--- config.mk ---
export PLATFORM = sky130hd
export DESIGN_NAME = hack_pc_unit_flat
export DESIGN_NICKNAME = d
export VERILOG_FILES = /design/src/rtl/hack_pc_unit_pkg.sv /design/src/rtl/hack_pc_unit_if.sv /design/src/rtl/hack_jump_cond.sv /design/src/rtl/hack_pc_unit.sv /design/src/flat_wrapper.sv
export SDC_FILE = /design/constraint.sdc
export NUM_CORES = 1
export LEC_CHECK = 0
export ABC_AREA = 1
export ABC_CLOCK_PERIOD_IN_PS = 1700
export CORE_UTILIZATION = 48
export DETAILED_ROUTE_END_ITERATION = 8
export MAX_ROUTING_LAYER = met4
export PLACE_DENSITY_LB_ADDON = 0.12
export SLEW_MARGIN = 10
export SYNTH_ARGS = -nofsm -noshare
export SYNTH_HDL_FRONTEND = slang
export SYNTH_SLANG_ARGS = --single-unit
--- constraint.sdc ---
create_clock -name clk -period 1.7 [get_ports clk]
set_clock_uncertainty 0.1 [all_clocks]
set_input_delay 0.255 -clock clk [delete_from_list [all_inputs] [get_ports clk]]
set_output_delay 0.255 -clock clk [all_outputs]
set_load 0.1 [all_outputs]
--- src/rtl/hack_pc_unit_pkg.sv ---
// Shared Hack datapath types: jump-field encodings, the machine word and PC states.
package hack_pkg;

    localparam int WORD_W = 16;

    typedef logic [WORD_W-1:0] word_t;

    // Jump field: [2] = jump if negative, [1] = jump if zero, [0] = jump if positive
    localparam logic [2:0] JMP_NULL = 3'b000;
    localparam logic [2:0] JMP_JGT  = 3'b001;
    localparam logic [2:0] JMP_JEQ  = 3'b010;
    localparam logic [2:0] JMP_JGE  = 3'b011;
    localparam logic [2:0] JMP_JLT  = 3'b100;
    localparam logic [2:0] JMP_JNE  = 3'b101;
    localparam logic [2:0] JMP_JLE  = 3'b110;
    localparam logic [2:0] JMP_JMP  = 3'b111;

    typedef enum logic {
        RUN  = 1'b0,
        HALT = 1'b1
    } state_t;

endpackage

--- src/rtl/hack_pc_unit_if.sv ---
// Connects the upstream mux / control / ALU flags to the PC stage, and carries the PC outputs back.
interface hack_pc_unit_if #(
    parameter int WIDTH = 16
);
    logic [WIDTH-1:0] in;
    logic             jump_en;
    logic [2:0]       jmp;
    logic             zr;
    logic             ng;
    logic             inc;
    logic             stall;
    logic [WIDTH-1:0] pc;
    logic             taken;
    logic             wrap;
    logic             halted;

    modport master (
        output in, jump_en, jmp, zr, ng, inc, stall,
        input  pc, taken, wrap, halted
    );

    modport slave (
        input  in, jump_en, jmp, zr, ng, inc, stall,
        output pc, taken, wrap, halted
    );
endinterface

--- src/rtl/hack_jump_cond.sv ---
// Jump condition decode: compares the C-instruction jump bits with the ALU flags.
// Latency: purely combinational, zero cycles.
// Backpressure: none; the caller decides whether the result is acted on.
module hack_jump_cond (
    input  logic [2:0] jmp,
    input  logic       zr,
    input  logic       ng,
    input  logic       jump_en,
    output logic       cond
);
    logic pos;

    // zr & ng together is not a legal ALU result; it is decoded literally so both terms fire
    assign pos  = !zr && !ng;
    assign cond = jump_en && ((jmp[2] && ng) || (jmp[1] && zr) || (jmp[0] && pos));

endmodule

--- src/rtl/hack_pc_unit.sv ---
// Program counter: loads a jump target, increments, or holds; freezes on the self-jump halt idiom.
// Latency: one cycle from inputs to pc/taken/wrap; halted follows the halting jump by one more cycle.
// Backpressure: stall holds pc and drops any jump or increment presented that cycle.
module hack_pc_unit
    import hack_pkg::*;
#(
    parameter int               WIDTH        = 16,
    parameter logic [WIDTH-1:0] RESET_VECTOR = '0
) (
    input  logic         clk,
    input  logic         reset,
    hack_pc_unit_if.slave bus
);

    state_t           state_q, state_nxt;
    logic [WIDTH-1:0] pc_q, pc_nxt;
    logic             taken_q, taken_nxt;
    logic             wrap_q, wrap_nxt;
    logic             halted_q;
    logic             cond;

    hack_jump_cond u_jump_cond (
        .jmp     (bus.jmp),
        .zr      (bus.zr),
        .ng      (bus.ng),
        .jump_en (bus.jump_en),
        .cond    (cond)
    );

    always_ff @(posedge clk) begin
        if (reset) begin
            state_q <= RUN;
        end else begin
            state_q <= state_nxt;
        end
    end

    always_comb begin
        state_nxt = state_q;
        pc_nxt    = pc_q;
        taken_nxt = 1'b0;
        wrap_nxt  = 1'b0;
        if (state_q == RUN && !bus.stall) begin
            if (cond) begin
                pc_nxt    = bus.in;
                taken_nxt = 1'b1;
                // Unconditional jump to the current address is the program's halt idiom
                if (bus.in == pc_q && bus.jmp == JMP_JMP) begin
                    state_nxt = HALT;
                end
            end else if (bus.inc) begin
                pc_nxt   = pc_q + WIDTH'(1);
                wrap_nxt = &pc_q;
            end
        end
    end

    always_ff @(posedge clk) begin
        if (reset) begin
            pc_q     <= RESET_VECTOR;
            taken_q  <= 1'b0;
            wrap_q   <= 1'b0;
            halted_q <= 1'b0;
        end else begin
            pc_q     <= pc_nxt;
            taken_q  <= taken_nxt;
            wrap_q   <= wrap_nxt;
            halted_q <= (state_q == HALT);
        end
    end

    assign bus.pc     = pc_q;
    assign bus.taken  = taken_q;
    assign bus.wrap   = wrap_q;
    assign bus.halted = halted_q;

endmodule

--- src/flat_wrapper.sv ---
// flat-port wrapper written by rule: the top's interface ports become plain ports
module hack_pc_unit_flat import hack_pkg::*;
#(
    parameter int               WIDTH        = 16,
    parameter logic [WIDTH-1:0] RESET_VECTOR = '0
)
  (clk, reset, bus_in, bus_jump_en, bus_jmp, bus_zr, bus_ng, bus_inc, bus_stall, bus_pc, bus_taken, bus_wrap, bus_halted);
  hack_pc_unit_if #(.WIDTH(WIDTH)) bus_i ();
  input  logic clk;
  input  logic reset;
  input wire logic [$bits(bus_i.in)-1:0] bus_in;
  input wire logic [$bits(bus_i.jump_en)-1:0] bus_jump_en;
  input wire logic [$bits(bus_i.jmp)-1:0] bus_jmp;
  input wire logic [$bits(bus_i.zr)-1:0] bus_zr;
  input wire logic [$bits(bus_i.ng)-1:0] bus_ng;
  input wire logic [$bits(bus_i.inc)-1:0] bus_inc;
  input wire logic [$bits(bus_i.stall)-1:0] bus_stall;
  output wire logic [$bits(bus_i.pc)-1:0] bus_pc;
  output wire logic [$bits(bus_i.taken)-1:0] bus_taken;
  output wire logic [$bits(bus_i.wrap)-1:0] bus_wrap;
  output wire logic [$bits(bus_i.halted)-1:0] bus_halted;
  assign bus_i.in = bus_in;
  assign bus_i.jump_en = bus_jump_en;
  assign bus_i.jmp = bus_jmp;
  assign bus_i.zr = bus_zr;
  assign bus_i.ng = bus_ng;
  assign bus_i.inc = bus_inc;
  assign bus_i.stall = bus_stall;
  assign bus_pc = bus_i.pc;
  assign bus_taken = bus_i.taken;
  assign bus_wrap = bus_i.wrap;
  assign bus_halted = bus_i.halted;
  hack_pc_unit #(.WIDTH(WIDTH), .RESET_VECTOR(RESET_VECTOR)) u_core (.clk(clk), .reset(reset), .bus(bus_i));
endmodule
==> results.yml, run 1 <==
detailed_routing:
  wire_per_inst_um: 12.79
  antenna_left: 0
  drt-pass1-iter-count: 4
  via_count: 1923
  drt-initial-drc-count: 99
  routed_wl_mm: 4.682
  drc_errors: 0
  vias_per_cell: 5.254
floorplan:
  die_area_mm2: 0.003614
  num_rows: 20
  start_util: 0.5184
  die_h_um: 60.12
  ios: 45
  fp.dieW_um: 60.12
  core_area_mm2: 0.003128
worst_hold_path:
  hp-class: "reg -> reg"
  holdPathStages: 2
  hold_start: "u_core.state_q"
  whs_endpoint: "u_core.bus.halted"
timing:
  relSlewSlack: 0.8511
  setup_viol: 0
  slew_violations: 0
  hold_viol_final: 0
  fin_crit_ps: 1592
  setup_slack_ps: 107.7
  tightest_slew_ps: 223.1
  period_share: 0.9366
  tns_ps: 0
  fmax_mhz: 628.0
worst_setup_path:
  crit_family: "simple AND/OR/NAND/NOR gates"
  cp.arrival_ps: 1740
  critPathKind: "reg -> reg"
  rrSetupSlack_ps: 110
  r2r-end: "u_core.bus.pc[8]"
  cpMostUsedCell: "nand2_1"
  reg2reg_depth: 10
  worst-path-buf-inv: 1
  path_cells: "ha_2, nand2_1, nor2_4, buf_4, nand2_1, nand2_1, nand3_1, o21ai_1, nand2_1, a21oi_1"
  path_max_fanout: 6
  end_kind: "flip-flop"
  slowest_stage: "dfxtp_4"
  max_stage_delay_ps: 410
  critPathLaunch: "u_core.bus.pc[0]"
  cp.required_ps: 1850
  r2r-start: "u_core.bus.pc[0]"
  start_kind: "flip-flop"
cts:
  cts_htree_levels: 1
  insertion_delay_ps: 310
  clk_path_buf_depth: 2
  cts-buffers-inserted: 3
  worst_setup_hold_path_clk_slew_ps: 130
  cts-root-buf: "clkbuf_4"
  cts.sinks: 20
  cts_tree: "yes"
  hold_buffers: 0
logic_synthesis:
  avgSynthCellArea_um2: 6.006
  ys_seq_area_frac: 0.2469
  ys_ff_latch: 20
  synthDistinctLibCells: 29
  synth_edf_count: 0
  syn-cell-area_mm2: 0.001622
  synthFlopType: "dfxtp_1"
  yosys_warnings: 0
  syn_nets: 297
  synthCells: 270
  synthArstFlopShare: 0
placed_design:
  dp_cells: 360
  gp_congestion: 0.9498
  numPortBuffers: 44
  postPlaceCellArea_mm2: 0.002366
  dp_slack_ps: -74.28
  place.detailed.hpwl_mm: 3.630
grt:
  grt_antenna_before_repair: 0
  grt_first_pass_wirelength_mm: 7.507
  grt_pass1_vias: 1641
  grt_remaining_overflow: 0
  grt_start_max_net_pins: 17
  track_usage: 0.2847
layout:
  nNetsFinal: 350
  fin_area_mm2: 0.002410
  layoutNonFillerInstCount: 366
  area_delta_synth_final_pct: 48.61
  diodes: 0
  nFillCells: 261
  drive_gt1_frac: 0.2391
power:
  power.leakage_nw: 0.9754
  vdd_drop_max_mv: 0.5449
  p_per_area_mw_per_mm2: 543.8
run:
  maxCapViolations: 0
status:
  outcome: "finished clean"
-- through the flow --
| step | power (mW) | utilization | hold WS (ps) |
|---|---|---|---|
| global route | 1.374 | 0.7704 | 453.2 |
| CTS | 1.312 | 0.7648 | 426.2 |
| finish | 1.311 | 0.7704 | 423.5 |
| detailed placement | 1.067 | 0.7564 | 406.7 |
| floorplan | 0.8491 | - | 216.7 |
| global placement | 1.061 | 0.7564 | 396.0 |
-- per-layer routing --
metal / GRT usage / vias to the layer above / routed length [um]
met1: 0.3743 / 861 / 2083
met2: 0.4427 / 86 / 2166
met4: 0.07309 / 0 / 72
met5: - / - / 0
met3: 0.05628 / 8 / 360
li1: - / 968 / -
-- worst max-delay path by stage --
stage,to,slack (ps),cells after the start
after floorplan,u_core.bus.pc[15],30,8
after global placement,u_core.bus.pc[6],-30,11
after detailed placement,u_core.bus.pc[5],-70,10
after CTS,u_core.bus.pc[6],160,10
after global routing,u_core.bus.pc[6],-8,10
final,u_core.bus.pc[8],110,10
-- placed cells by master, fill, tap and decap left out, types with 6 or more instances in the layout --
master           count
dfxtp_2             11
nor2_1              32
nand4_1              7
nand2_1             86
buf_4               14
inv_1               24
xor2_1               6
nor2_2               6
buf_12              19
nand2_2              7
a21oi_1             12
clkdlybuf4s50_1     25
o21ai_0              8
nand3_1             24
-- registers in the layout, indices dropped and copies added (netlist names) --
| register | cells |
|---|---|
| u_core.bus.halted | 1 |
| u_core.bus.pc | 16 |
| u_core.bus.taken | 1 |
| u_core.bus.wrap | 1 |
| u_core.state_q | 1 |
-- cells by family (layout without fill, tap and decap cells) --
logic type / Yosys count / count (layout) / synth area share
adder cells (fa/ha/maj): 1 / 1 / 0.007715
AND/OR/NAND/NOR: 172 / 172 / 0.4846
XOR/XNOR: 8 / 8 / 0.04321
buffers and inverters: 36 / 88 / 0.09953
AO/OA/AOI/OAI: 33 / 33 / 0.1181
flip-flops: 20 / 20 / 0.2469
-- synth_stat cells, types with 2 or more instances --
master / count / area (um^2)
o21ai_0: 8 / 40.04
nand2_4: 2 / 22.52
inv_1: 24 / 90.09
nand2_1: 86 / 322.8
o21ai_1: 5 / 25.02
dfxtp_1: 20 / 400.4
nor3_1: 2 / 10.01
xnor2_1: 2 / 17.52
nor2_4: 4 / 45.04
a21oi_1: 12 / 60.06
nor2_2: 6 / 37.54
nand4_1: 7 / 43.79
xor2_1: 6 / 52.55
nor2_1: 32 / 120.1
nand2_2: 7 / 43.79
buf_2: 6 / 30.03
a21oi_2: 2 / 17.52
buf_6: 2 / 22.52
nand3_1: 24 / 120.1
o22ai_1: 4 / 25.02
-- power by group --
part           total [mW]  internal [mW]  switching [mW]
Sequential          0.538          0.489          0.0487
Combinational       0.523          0.215           0.308
Clock               0.249         0.0859           0.163
Total                1.31          0.791           0.520
-- area by class of cell --
type                            count  area (um^2)  share of cell area
Multi-Input combinational cell    214         1062              0.4408
Timing Repair Buffer               58        735.7              0.3053
Sequential cell                    20        432.9              0.1796
Inverter                           26        97.59             0.04050
Tap cell                           44        55.05             0.02285
Clock buffer                        3        22.52            0.009346
Clock inverter                      1        3.754            0.001558
-- repair_timing --
item	in CTS	in global routing
gates resized for setup	0	1
setup buffers	0	2
setup endpoints to repair	0	1
-- worst register-to-register path: stages (launching register included) --
cell and delay [ps]:
dfxtp_4 410, ha_2 220, nand2_1 90, nor2_4 160, buf_4 130, nand2_1 40
nand2_1 50, nand3_1 60, o21ai_1 70, nand2_1 60, a21oi_1 110
(Power assumes the default switching activity.)
==> run 2: changes to the inputs <==
- MAX_ROUTING_LAYER: met4 -> default
==> results.yml, run 2 (synthesized netlist as in run 1, its figures left out) <==
floorplan:
  fp.dieW_um: 60.12
  num_rows: 20
  start_util: 0.5184
  ios: 45
  die_area_mm2: 0.003614
  core_area_mm2: 0.003128
  die_h_um: 60.12
layout:
  regArea_um2: 432.9
  area_delta_synth_final_pct: 48.92
  diodes: 0
  final_common_cell: "nand2_1"
  layoutNonFillerInstCount: 365
  fin_area_mm2: 0.002415
  largest_reg_flops: 16
  nNetsFinal: 349
  drive_gt1_frac: 0.2368
  nFillCells: 243
  fin_util: 0.7720
  final_cell_mix: "nand2_1, nor2_1, clkdlybuf4s50_1"
  multi_input_area_mm2: 0.001062
worst_setup_path:
  reg2reg_depth: 9
  path_cells: "ha_2, nand3_1, nor2_2, nand2_1, clkinv_1, nand3b_1, nand2_1, nand2_1, a21oi_2"
  cp.required_ps: 1860
  path_max_fanout: 6
  crit_family: "simple AND/OR/NAND/NOR gates"
  crit_cells: 9
  end_kind: "flip-flop"
  slowest_stage: "dfxtp_4"
  critPathKind: "reg -> reg"
  cp.arrival_ps: 1700
  max_stage_delay_ps: 410
  start_kind: "flip-flop"
  worst-path-buf-inv: 1
  cpMostUsedCell: "nand2_1"
status:
  outcome: "finished clean"
placed_design:
  gp_congestion: 0.9427
  postPlaceCellArea_mm2: 0.002379
  dp_slack_ps: -47.27
  dp_cells: 360
  place.detailed.hpwl_mm: 3.634
  numPortBuffers: 44
cts:
  cts-root-buf: "clkbuf_4"
  worst_setup_hold_path_clk_slew_ps: 130
  insertion_delay_ps: 310
  cts_htree_levels: 1
  cts_tree: "yes"
  hold_buffers: 0
  cts-buffers-inserted: 3
  cts.sinks: 20
  clk_path_buf_depth: 2
detailed_routing:
  routed_wl_mm: 4.595
  vias_per_cell: 5.192
  drt-pass1-iter-count: 4
  drt-initial-drc-count: 100
  wire_per_inst_um: 12.59
  drc_errors: 0
  via_count: 1895
  antenna_left: 0
timing:
  setup_viol: 0
  slew_violations: 0
  relSlewSlack: 0.8548
  fin_crit_ps: 1537
  tns_ps: 0
  setup_slack_ps: 163.3
  hold_viol_final: 0
  hold_ws_ps: 432.6
  tightest_slew_ps: 217.5
  rsz0062_at_grt: "no"
  fmax_mhz: 650.8
  period_share: 0.9039
grt:
  grt_pass1_vias: 1693
  grt_antenna_before_repair: 0
  grt_first_pass_wirelength_mm: 7.521
  grt_start_max_net_pins: 17
  grt_remaining_overflow: 0
  track_usage: 0.2754
power:
  p_per_area_mw_per_mm2: 547.9
  total_power_mw: 1.323
  p_clk_frac: 0.195
  vdd_drop_max_mv: 0.4834
  seqPwrFrac: 0.407
  power.leakage_nw: 0.9734
  p_int_mw: 0.8021
  switching_power_mw: 0.5209
  power_switching_share: 0.3937
  combPwrFrac: 0.398
worst_hold_path:
  hp-class: "reg -> reg"
  holdPathStages: 2
run:
  maxCapViolations: 0
[run 2: changes by cell type in the layout (fill, tap and decap cells not counted)]
cell,delta
buf_4,-2
buf_12,+1
clkbuf_1,+1
clkinv_1,-1
[run 2: power groups by stage]
stage,Clock [mW],Combinational [mW],Sequential [mW]
finish,0.258,0.527,0.538
global route,0.282,0.565,0.542
CTS,0.265,0.524,0.538
detailed placement,0,0.522,0.548
global placement,0,0.517,0.548
floorplan,0,0.182,0.667
[run 2: per-layer routing]
layer	share of wire	wire length, um	vias up	global-route usage
li1	-	-	963	-
met1	0.46	2106	848	0.3657
met2	0.46	2129	76	0.4600
met3	0.065	298	8	0.04545
met4	0.013	61	0	0.06645
met5	0	0	-	0
[run 2: area by class of cell]
cell class	instances	area share
multi-input cells	214	0.4399
repair buffers	57	0.3067
flip-flops and latches	20	0.1793
inverters	26	0.04041
well taps	44	0.02280
clock buffers	4	0.01088
[run 2: timing repair]
item / 4_1_cts / 5_1_grt
setup buffers: 0 / 1
hold endpoints to repair: 0 / 0
resized for setup: 0 / 1
endpoints found under the setup margin: 0 / 1
[run 2: worst paths after layout]
kind	startpoint	end	slack, ps
setup / recovery	u_core.bus.pc[1]	u_core.bus.pc[10]	160
hold / removal	u_core.state_q	u_core.bus.halted	430
setup reg to reg	u_core.bus.pc[1]	u_core.bus.pc[10]	160
hold reg to reg	u_core.state_q	u_core.bus.halted	430
[run 2: worst reg2reg max path: cells and delay by family, from the launching register on]
family / cells / cell delay [ps]
buffers and inverters: 1 / 60
AND/OR/NAND/NOR: 6 / 600
adder cells (fa/ha/maj): 1 / 210
flip-flops: 1 / 410
AO/OA/AOI/OAI: 1 / 100
==> run 3: changes to the inputs <==
- CORE_UTILIZATION: 48 -> 50
- DONT_BUFFER_PORTS: default -> 1
- PLACE_DENSITY: default -> 0.73
- PLACE_DENSITY_LB_ADDON: 0.12 -> default
==> results.yml, run 3 (synthesized netlist as in run 1, its figures left out) <==
worst_setup_path:
  path_max_fanout: 6
  end_kind: "flip-flop"
  start_kind: "flip-flop"
  critPathKind: "reg -> reg"
  cp.arrival_ps: 1620
  cp.required_ps: 1830
worst_hold_path:
  hp-class: "in -> reg"
cts:
  cts-buffers-inserted: 3
  cts_tree: "yes"
  cts.sinks: 20
  clk_path_buf_depth: 2
  worst_setup_hold_path_clk_slew_ps: 120
  hold_buffers: 2
  insertion_delay_ps: 320
  cts_setup_buffers: 0
  cts_htree_levels: 1
  cts_resized: 0
  cts-root-buf: "clkbuf_4"
detailed_routing:
  via_count: 1766
  routed_wl_mm: 4.331
  vias_per_cell: 5.287
  drc_errors: 0
  antenna_left: 0
  drt-pass1-iter-count: 4
  drt-initial-drc-count: 120
  wire_per_inst_um: 12.97
timing:
  rsz0062_at_grt: "no"
  period_share: 0.8806
  slew_violations: 0
  tns_ps: 0
  fmax_mhz: 668.0
  setup_viol: 0
  relSlewSlack: 0.5933
  tightest_slew_ps: 608.0
  hold_viol_final: 0
  fin_crit_ps: 1497
floorplan:
  fp.dieW_um: 58.95
  num_rows: 20
  die_area_mm2: 0.003475
  start_util: 0.5311
  die_h_um: 58.95
  ios: 45
  core_area_mm2: 0.003053
placed_design:
  gp_congestion: 0.8575
  place.detailed.hpwl_mm: 3.255
  postPlaceCellArea_mm2: 0.001826
  numPortBuffers: 0
power:
  power.leakage_nw: 0.7949
  p_per_area_mw_per_mm2: 646.6
  vdd_drop_max_mv: 0.5393
layout:
  final_common_cell: "nand2_1"
  area_delta_synth_final_pct: 16.05
  nNetsFinal: 318
  drive_gt1_frac: 0.2345
  fin_area_mm2: 0.001882
  largest_reg_flops: 16
  final_cell_mix: "nand2_1, nor2_1, inv_1, nand3_1, buf_4"
  diodes: 0
grt:
  track_usage: 0.2726
  grt_pass1_vias: 1592
  grt_antenna_before_repair: 0
  grt_start_max_net_pins: 17
  grt_first_pass_wirelength_mm: 7.120
  grt_remaining_overflow: 0
status:
  outcome: "finished clean"
run:
  maxCapViolations: 0
[run 3: changes by cell type in the layout (fill, tap and decap cells not counted)]
| cell | change |
|---|---|
| clkdlybuf4s50_1 | -25 |
| buf_12 | -20 |
| buf_4 | +12 |
| dlygate4sd3_1 | +2 |
| clkbuf_1 | -1 |
| clkbuf_8 | +1 |
| ha_1 | +1 |
| ha_2 | -1 |
[run 3: path summary, 6_finish.rpt]
path	startpoint	end	slack, ps	depth (start not counted)
worst min-delay path	bus_stall	u_core.bus.wrap	20	3
worst max register to register	u_core.bus.pc[1]	u_core.bus.pc[6]	200	10
worst min register to register	u_core.bus.pc[11]	u_core.bus.pc[11]	410	2
worst max-delay path	u_core.bus.pc[1]	u_core.bus.pc[6]	200	10
[run 3: report_power, final]
group,switching (mW),leakage (nW),internal (mW),total [mW]
registers,0.0356,0.171,0.489,0.525
logic,0.286,0.603,0.107,0.393
clock network,0.167,0.0210,0.131,0.298
[run 3: worst max-delay path: stages (launching register included)]
cell and delay, ps:
dfxtp_4 390, ha_1 200, nand2_1 100, nor2_4 140, nand2_1 90, nor2_1 100, nand2_1 50, o21ai_0 70
nand2_1 70, nand2_1 60, a21oi_1 40
[run 3: stage by stage]
stage               setup WS, ps  std cells  power (mW)  hold WS, ps    util
finish                     203.0        334       1.217        22.41  0.6164
global route               87.40        334       1.274        21.77  0.6164
CTS                        230.8        334       1.222        14.21  0.6164
detailed placement         245.3        328      0.9171        214.5  0.5980
global placement           274.4        328      0.9145        212.7  0.5980
floorplan                  31.62        270      0.8491        216.7       -
[run 3: per-layer routing]
metal | global-route usage | wire length [um]
met2 | 0.4042 | 1930
met3 | 0.05714 | 303
met5 | 0 | 0
met1 | 0.3743 | 1961
met4 | 0.1327 | 135
[run 3: layout make-up]
class	instances	area [um^2]
sequential	20	432.9
inverter	26	97.59
clock buffer	4	36.28
fill	326	1171
tap	44	55.05
multi-input combinational	214	1060
timing repair buffer	26	200.2
